### src/rtl/flags_branch_unit_pkg.sv
// Shared CPU definitions: condition codes, NZCV bit positions and
// the flags/branch unit state encoding.
package cpu_pkg;

  typedef enum logic [3:0] {
    EQ = 4'h0, NE = 4'h1, CS = 4'h2, CC = 4'h3,
    MI = 4'h4, PL = 4'h5, VS = 4'h6, VC = 4'h7,
    HI = 4'h8, LS = 4'h9, GE = 4'hA, LT = 4'hB,
    GT = 4'hC, LE = 4'hD, AL = 4'hE, NV = 4'hF
  } cond_e;

  localparam int N_BIT = 3;
  localparam int Z_BIT = 2;
  localparam int C_BIT = 1;
  localparam int V_BIT = 0;

  typedef enum logic [1:0] {
    RUN     = 2'd0,
    VECTOR  = 2'd1,
    RESTORE = 2'd2
  } fbu_state_e;

endpackage

### src/rtl/flags_branch_unit_cond_eval.sv
// Combinational condition-code evaluator: (NZCV flags, 4-bit cond) -> taken.
module cond_eval
  import cpu_pkg::*;
(
  input  logic [3:0] flags,
  input  logic [3:0] cond,
  output logic       taken
);

  logic n_s, z_s, c_s, v_s;

  assign n_s = flags[N_BIT];
  assign z_s = flags[Z_BIT];
  assign c_s = flags[C_BIT];
  assign v_s = flags[V_BIT];

  // Condition table lookup
  always_comb begin
    taken = 1'b0;
    case (cond_e'(cond))
      EQ:      taken = z_s;
      NE:      taken = ~z_s;
      CS:      taken = c_s;
      CC:      taken = ~c_s;
      MI:      taken = n_s;
      PL:      taken = ~n_s;
      VS:      taken = v_s;
      VC:      taken = ~v_s;
      HI:      taken = c_s & ~z_s;
      LS:      taken = ~c_s | z_s;
      GE:      taken = (n_s == v_s);
      LT:      taken = (n_s != v_s);
      GT:      taken = ~z_s & (n_s == v_s);
      LE:      taken = z_s | (n_s != v_s);
      AL:      taken = 1'b1;
      NV:      taken = 1'b0;
      default: taken = 1'b0;
    endcase
  end

endmodule

### src/rtl/flags_branch_unit.sv
// Flag register, branch resolution, PC sequencing and interrupt save/restore.
// Optional macro FLAG_FORWARD_EN: evaluate conditions on same-cycle ALU flags.
module flags_branch_unit
  import cpu_pkg::*;
#(
  parameter logic [15:0] RESET_VECTOR = 16'h0000,
  parameter logic [15:0] IRQ_VECTOR   = 16'h0010,
  parameter int          SAVE_DEPTH   = 2
) (
  input  logic        clk,
  input  logic        rst_n,
  input  logic [3:0]  alu_flags_i,
  input  logic        flags_we,
  input  logic [3:0]  cond,
  input  logic        branch_req,
  input  logic [15:0] branch_target,
  input  logic        irq,
  input  logic        reti,
  input  logic        stall,
  output logic [15:0] pc_out,
  output logic [3:0]  flags_q,
  output logic        branch_taken,
  output logic        irq_ack,
  output logic [2:0]  isr_depth
);

  localparam logic [2:0] MAX_DEPTH = 3'(SAVE_DEPTH);

  fbu_state_e  state_r, state_s;
  logic [15:0] pc_r, pc_s;
  logic [3:0]  flags_r, flags_s;
  logic [2:0]  depth_r, depth_s;
  logic        ack_r, ack_s;
  logic        push_s;
  logic [19:0] stack_r [0:3];
  logic [1:0]  pop_idx_s;
  logic [3:0]  eval_flags_s;
  logic        cond_true_s;

`ifdef FLAG_FORWARD_EN
  assign eval_flags_s = flags_we ? alu_flags_i : flags_r;
`else
  assign eval_flags_s = flags_r;
`endif

  cond_eval u_cond_eval (
    .flags (eval_flags_s),
    .cond  (cond),
    .taken (cond_true_s)
  );

  assign branch_taken = branch_req & cond_true_s & (state_r == RUN);
  assign pop_idx_s    = depth_r[1:0] - 2'd1;

  // Next-state, PC, flag and stack-depth sequencing
  always_comb begin
    state_s = state_r;
    pc_s    = pc_r;
    flags_s = flags_r;
    depth_s = depth_r;
    ack_s   = 1'b0;
    push_s  = 1'b0;
    if (stall) begin
      ack_s = 1'b0;
    end else begin
      case (state_r)
        RUN: begin
          if (reti && (depth_r != 3'd0)) begin
            pc_s    = stack_r[pop_idx_s][19:4];
            flags_s = stack_r[pop_idx_s][3:0];
            depth_s = depth_r - 3'd1;
            state_s = RESTORE;
          end else begin
            if (flags_we) begin
              flags_s = alu_flags_i;
            end else begin
              flags_s = flags_r;
            end
            if (irq && (depth_r < MAX_DEPTH)) begin
              push_s  = 1'b1;
              pc_s    = IRQ_VECTOR;
              depth_s = depth_r + 3'd1;
              ack_s   = 1'b1;
              state_s = VECTOR;
            end else if (branch_taken) begin
              pc_s = branch_target;
            end else begin
              pc_s = pc_r + 16'd1;
            end
          end
        end
        VECTOR, RESTORE: begin
          pc_s    = pc_r + 16'd1;
          state_s = RUN;
        end
        default: begin
          pc_s    = pc_r + 16'd1;
          state_s = RUN;
        end
      endcase
    end
  end

  // Architectural state registers
  always_ff @(posedge clk or negedge rst_n) begin
    if (!rst_n) begin
      state_r <= RUN;
      pc_r    <= RESET_VECTOR;
      flags_r <= 4'd0;
      depth_r <= 3'd0;
      ack_r   <= 1'b0;
    end else begin
      state_r <= state_s;
      pc_r    <= pc_s;
      flags_r <= flags_s;
      depth_r <= depth_s;
      ack_r   <= ack_s;
    end
  end

  // Save stack: entry holds {return PC, NZCV}; contents need no reset
  always_ff @(posedge clk) begin
    if (push_s) begin
      stack_r[depth_r[1:0]] <= {pc_r + 16'd1, flags_r};
    end
  end

  assign pc_out    = pc_r;
  assign flags_q   = flags_r;
  assign isr_depth = depth_r;
  assign irq_ack   = ack_r & ~stall;

endmodule
### config.mk
export PLATFORM = sky130hd
export DESIGN_NAME = flags_branch_unit
export DESIGN_NICKNAME = d
export VERILOG_FILES = /design/src/rtl/flags_branch_unit_pkg.sv /design/src/rtl/flags_branch_unit_cond_eval.sv /design/src/rtl/flags_branch_unit.sv
export SDC_FILE = /design/constraint.sdc
export NUM_CORES = 1
export LEC_CHECK = 0
export CORE_MARGIN = 8
export CORE_UTILIZATION = 26
export DETAILED_ROUTE_END_ITERATION = 10
export PLACE_DENSITY_LB_ADDON = 0.3
export RECOVER_POWER = 25
export SETUP_SLACK_MARGIN = 0.05
export SYNTH_ARGS = -nofsm -noshare
export SYNTH_HDL_FRONTEND = slang
export SYNTH_SLANG_ARGS = --single-unit
### constraint.sdc
create_clock -name clk -period 2.86 [get_ports clk]
set_input_delay 0.286 -clock clk [delete_from_list [all_inputs] [get_ports clk]]
set_output_delay 0.286 -clock clk [all_outputs]
set_load 0.05 [all_outputs]
; After elaboration in Yosys (flattened, before gate mapping)
; Memory sizes are Yosys's and may differ from the RTL's.
; Cells that the tools add are included.
[totals]
register_bits = 26
ram_bits = 80
input_bits = 31
output_inout_bits = 25
wordCells = 69
mem_count = 1
[memory_table]
columns = memory, depth, width, rd, rd_ports_with_merged_regs, wr, line
row1 = stack_r, 4, 20, 1, 0, 1, flags_branch_unit.sv:35  ; logic [19:0] stack_r [0:3];
[op_classes]
add_sub_neg = 4
magnitude_cmp = 1
eq_ne = 18
muxes = 18
bitwise_logic = 12
reduce_logical = 10
[op_table]
columns = op, n
row1 = $mux W16, 4
row2 = $eq A4 B4 Y1 const B, 8
row3 = $add A16 B1 Y16 const B, 1
row4 = $eq A4 B3 Y1 const B, 4
row5 = $pmux W1 S16, 1
row6 = $eq A4 B2 Y1 const B, 2
row7 = $mux W4, 2
row8 = $mux W1, 6
row9 = $mux W2, 3
row10 = $mux W3, 2
row11 = $reduce_and A3 Y1, 2
row12 = $and A1 B1 Y1, 5
row13 = $not A1 Y1, 5
row14 = $eq A4 B1 Y1 const B, 1
row15 = $logic_not A4 Y1, 1
row16 = $reduce_bool A2 Y1, 2
row17 = $add A3 B1 Y3 const B, 1
row18 = $lt A3 B2 Y1 const B, 1
row19 = $ne A3 B1 Y1 const B, 1
row20 = $reduce_bool A3 Y1, 1
row21 = $sub A3 B1 Y3 const B, 1
row22 = $logic_and A1 B1 Y1, 2
row23 = $logic_not A2 Y1, 1
row24 = $or A1 B1 Y1, 2
row25 = 4 further kinds, 4

; Longest topological paths before layout
[logic_depth]
word_depth = 9
depth_mapped = 10
ltp_nobuf = 8

; By module
; A second synthesis with hierarchy kept.
[unflattened]
cells_unflattened = 375
hier_area_um2 = 5109.9
[by_module_without_submodules]
columns = mod, n_inst, cells_per_inst, area_per_inst_um2, seq_area_each_um2
row1 = flags_branch_unit, 1, 352, 4954.8, 3052.9
row2 = cond_eval, 1, 23, 155.1, 0.0

; Least setup slack after synthesis
; Ideal clock, no wire load.
[synth_timing]
path_type = reg-to-reg
start = register depth_r[0] (netlist: isr_depth[0])
end = register pc_r[10] (netlist: pc_out[10])
setup_ps = 134
t_arrival_ps = 2742
required_time_ps = 2726
slack_ps = -16
stages_incl_launch_ff = 11
path_buffers = 3
synth_period_minus_slack_ps = 2876
path_cell_list = dfrtp_1 -> buf_2 -> inv_1 -> ha_1 -> buf_2 -> buf_2 -> mux4_2 -> a21oi_1 -> a31oi_1 -> o22ai_1 -> o211ai_2
[synth_between]
elab_cells_between_ends = 9
classes_between = 1 x add/sub / 1 x order compare / 3 x mux / 3 x reduce/logical / 1 x memory
[synth_lines]
columns = item, line
row1 = start: declaration, flags_branch_unit.sv:32  ; logic [2:0] depth_r, depth_s;
row2 = start signal: assignment, flags_branch_unit.sv:116  ; depth_r <= depth_s;
row3 = $sub A2 B1 Y2, flags_branch_unit.sv:53  ; assign pop_idx_s = depth_r[1:0] - 2'd1;
row4 = named net pop_idx_s[0], flags_branch_unit.sv:36  ; logic [1:0] pop_idx_s;
row5 = $mem_v2 Z4 W20, -
row6 = $mux W16, flags_branch_unit.sv:68  ; if (reti && (depth_r != 3'd0)) begin
row7 = $mux W16, -
row8 = end signal: assignment, flags_branch_unit.sv:114  ; pc_r <= pc_s;
row9 = end: declaration, flags_branch_unit.sv:30  ; logic [15:0] pc_r, pc_s;
; The timed path passes the listed nets, and every way through them passes these cells.
; A chain may end at the register's enable or synchronous reset.

; Worst setup path in the final report
[layout_timing]
start = input port cond[1]
end = output port branch_taken
[layout_between]
elab_chain_cells = 4
elab_cells_between_ends = 19
classes_between = 15 x eq/ne / 1 x mux / 2 x bitwise / 1 x reduce/logical
[layout_lines]
columns = item, line
row1 = start: declaration, flags_branch_unit.sv:14  ; input logic [3:0] cond,
row2 = $eq A4 B4 Y1 (tied with other cells), flags_branch_unit_cond_eval.sv:20  ; case (cond_e'(cond))
row3 = $pmux W1 S16 *, flags_branch_unit_cond_eval.sv:20
row4 = $and A1 B1 Y1 * (2 in series), flags_branch_unit.sv:52  ; assign branch_taken = branch_req & cond_true_s & (state_r == RUN);
row5 = end: declaration, flags_branch_unit.sv:22  ; output logic branch_taken,
; Every way passes the cells marked *; elsewhere a longest branch is shown, timed or not.

==> flow_summary.toml <==
[outcome]
status = "finished, violations left"
failing_checks = "max-capacitance violations, max-slew violations"

[timing]
final_period_utilization_pct = 90.5
hold_ws_ns = 0.507
skew_ns = 0.00831
final_hold_viol_count = 0
max_freq_mhz = 386
final-max-slew-violation-count = 27
tightestPinTransition_ns = 1.62
finalSetupTns_ns = 0
max-slew-margin-rel_pct = -8.17
setup-violations-final = 0
final.min_clock_period_ns = 2.59
setup_slack_ns = 0.271
rsz0062_at_grt = "no"

[setup_path]
critical_path.endpoint_type = "output port"
arrival_ns = 2.30
critical_path_required_ns = 2.57
rrSetupSlack_ns = 0.47
critical_path_fanouts_max = 8
worst-setup-path-type = "input port to output port"
cp-start-kind = "input port"
crit-reg2reg-launch = "isr_depth[1]$_DFFE_PN0P_"
r2r_end = "stack_r[2][7]$_DFFE_PP_"
worst-r2r-cell-count = 8

[yosys]
synthesis.area_mm2 = 0.00517
synth.avg_cell_area_um2 = 13.8
ys_warn_count = 0
ys.flop_type = "sky130_fd_sc_hd__edfxtp_1"
synth_common_cells = "80 x sky130_fd_sc_hd__edfxtp_1, 27 x sky130_fd_sc_hd__nand2_1, 26 x sky130_fd_sc_hd__dfrtp_1, 22 x sky130_fd_sc_hd__a21oi_1, 20 x sky130_fd_sc_hd__mux4_2"
ys_seq_area_share_pct = 59.0
netlist-cell-type-count = 61
synth_top_cell_by_area = "sky130_fd_sc_hd__edfxtp_1"
synth.top_cells.by_area = "sky130_fd_sc_hd__edfxtp_1 46%, sky130_fd_sc_hd__dfrtp_1 13%, sky130_fd_sc_hd__mux4_2 8.7%"
yosysTopAreaCellShare_pct = 46.4
synth.ff_latch_count = 106
netlist_instances = 375
number_of_enable_flip_flop_cells_after_synthesis = 80
postSynthNetCount = 412
synth.most_common_cell = "sky130_fd_sc_hd__edfxtp_1"
async_flop_share_pct = 24.5

[floorplan]
std_cell_rows = 51
pin_count = 56
die_area_mm2 = 0.0247
die_h_um = 157
die_w_um = 157
initial_utilization_pct = 26.5
core-area_mm2 = 0.0195

[routing]
dr.pass1.iters = 4
drt-vias-per-instance = 4.84
routed-via-count = 3428
antenna_violating_nets_post_route = 0
route.final.wire_length_um = 13700
wl_per_cell_um = 19.4
drc_errors = 0
first_iter_violations = 343

[global_route]
grt_use_total_pct = 11.8
grt_pass1_wl_um = 22000
first_global_vias = 3734
grt_antenna_before_repair = 0
pin_count_of_the_biggest_net_entering_global_routing = 35
globalRoute.totalOverflow = 0

[placement]
count_of_input_and_output_buffers = 55
gp_congestion = 0.754
minimum_setup_slack_after_placement_ns = 0.264
dp_hpwl_um = 9200
placed_cells_incl_taps = 692

[hold_path]
min-delay-start = "state_r[0]$_DFFE_PN0P_"
hold_class = "flip-flop to flip-flop"
worst_hold_path.num_cells = 1
holdPathEnd = "state_r[0]$_DFFE_PN0P_"

[clock_network]
clockBufferDepth = 2
clk_slew_on_worst_s_h_paths_ns = 0.07
number_of_buffers_inserted_during_clock_tree_synthesis = 9
clock_sink_count = 106
clk_latency_ns = 0.35
ctsRootBufferMaster = "sky130_fd_sc_hd__clkbuf_16"
htree_levels = 3
cts_tree = "done"

[run]
maxCapViolCount = 1

[power]
vdd_drop_max_mv = 0.352
leakage_nw = 2.19
power.density_cell_area_mw_per_mm2 = 1050

[layout]
syn_to_final_growth_pct = 24.7
final_cells = 708
antenna_cells = 0
utilization_pct = 33.0
fillCellCount = 1949
nets = 475
multi_input_comb_area_mm2 = 0.00194
layout.area.seq_mm2 = 0.00305
drive_above_1_share_pct = 17.6
final cells by class:
class | count | area share, %
Inverter | 13 | 0.756
Sequential cell | 106 | 47.3
Clock inverter | 5 | 1.22
Tap cell | 265 | 5.14
Clock buffer | 11 | 3.61
Multi-Input combinational cell | 232 | 30.1
Timing Repair Buffer | 76 | 11.8
how the worst max path moves through the flow:
stage                             start                 endpoint  slack, ns  depth (start not counted)
2_1_floorplan  isr_depth[0]$_DFFE_PN0P_  stack_r[0][0]$_DFFE_PP_       0.15                          6
3_3_place_gp                    cond[1]             branch_taken       0.32                          8
3_5_place_dp                    cond[1]    pc_out[6]$_DFFE_PN0N_       0.26                          8
4_1_cts        isr_depth[1]$_DFFE_PN0P_    pc_out[5]$_DFFE_PN0N_       0.29                          8
5_1_grt                         cond[1]             branch_taken       0.16                          8
6_report                        cond[1]             branch_taken       0.27                          8
placed cells by master (no fill, tap or decap), types with 4 or more instances in the layout:
cell	count
sky130_fd_sc_hd__edfxtp_1	80
sky130_fd_sc_hd__clkdlybuf4s50_1	52
sky130_fd_sc_hd__nand2_1	27
sky130_fd_sc_hd__dfrtp_1	25
sky130_fd_sc_hd__a21oi_1	22
sky130_fd_sc_hd__mux4_2	20
sky130_fd_sc_hd__buf_4	17
sky130_fd_sc_hd__xnor2_1	14
sky130_fd_sc_hd__nor2_1	13
sky130_fd_sc_hd__inv_1	11
sky130_fd_sc_hd__o211ai_1	11
sky130_fd_sc_hd__o22ai_1	11
sky130_fd_sc_hd__o211ai_2	10
sky130_fd_sc_hd__clkbuf_16	9
sky130_fd_sc_hd__nand3_1	7
sky130_fd_sc_hd__nor3_1	7
sky130_fd_sc_hd__mux2i_1	6
sky130_fd_sc_hd__o21ai_0	6
sky130_fd_sc_hd__xor2_1	5
sky130_fd_sc_hd__a311o_1	5
sky130_fd_sc_hd__ha_1	5
sky130_fd_sc_hd__buf_12	5
sky130_fd_sc_hd__and4_1	4
sky130_fd_sc_hd__and3_1	4
sky130_fd_sc_hd__nand4_1	4
sky130_fd_sc_hd__and2_1	4
sky130_fd_sc_hd__a31oi_1	4
sequential cells by signal, indices dropped and copies added (netlist names):
name / count
isr_depth: 3
state_r: 2
pc_out: 16
ack_r: 1
flags_q: 4
stack_r: 80
layer usage:
metal,up-vias,wire (um),global-route usage (%)
li1,1594,-,-
met1,1745,5660,14.2
met2,67,7140,20.3
met3,22,636,2.36
met4,0,293,4.85
met5,-,0,0
where the power goes:
| group | internal, mW | total (mW) | switching [mW] |
|---|---|---|---|
| sequential | 2.05 | 2.34 | 0.297 |
| clock | 0.767 | 1.32 | 0.552 |
| combinational | 1.23 | 3.11 | 1.89 |
| total | 4.04 | 6.78 | 2.74 |
cells by family (layout without fill, tap and decap cells):
family | Yosys count | after routing | synth area share [%]
simple gates | 86 | 86 | 8.68
xor+xnor | 19 | 19 | 3.22
flops | 106 | 106 | 59.0
mux | 26 | 26 | 9.87
buf+inv | 37 | 105 | 3.48
fa+ha+maj | 6 | 6 | 1.60
compound gates | 95 | 95 | 14.1
timing repair:
action | in CTS | in global routing
setup buffers | 0 | 0
endpoints found under the setup margin | 0 | 2
resized for setup | 0 | 1
hold buffers | 0 | 0
per-stage QoR:
step | area, um^2 | total power, mW
floorplan | 5180 | 4.49
global placement | 6140 | 5.48
detailed placement | 6140 | 5.54
CTS | 6450 | 6.87
global route | 6450 | 7.19
finish | 6450 | 6.78
worst max-delay path, stage by stage:
cell and delay (ns):
sky130_fd_sc_hd__clkdlybuf4s50_1 0.67, sky130_fd_sc_hd__mux2i_1 0.26, sky130_fd_sc_hd__a31oi_2 0.13, sky130_fd_sc_hd__o21bai_2 0.23, sky130_fd_sc_hd__a21oi_4 0.16, sky130_fd_sc_hd__or2_1 0.32, sky130_fd_sc_hd__nor2_2 0.05, sky130_fd_sc_hd__buf_4 0.19
Note: power is estimated with default switching activity, not from simulation.
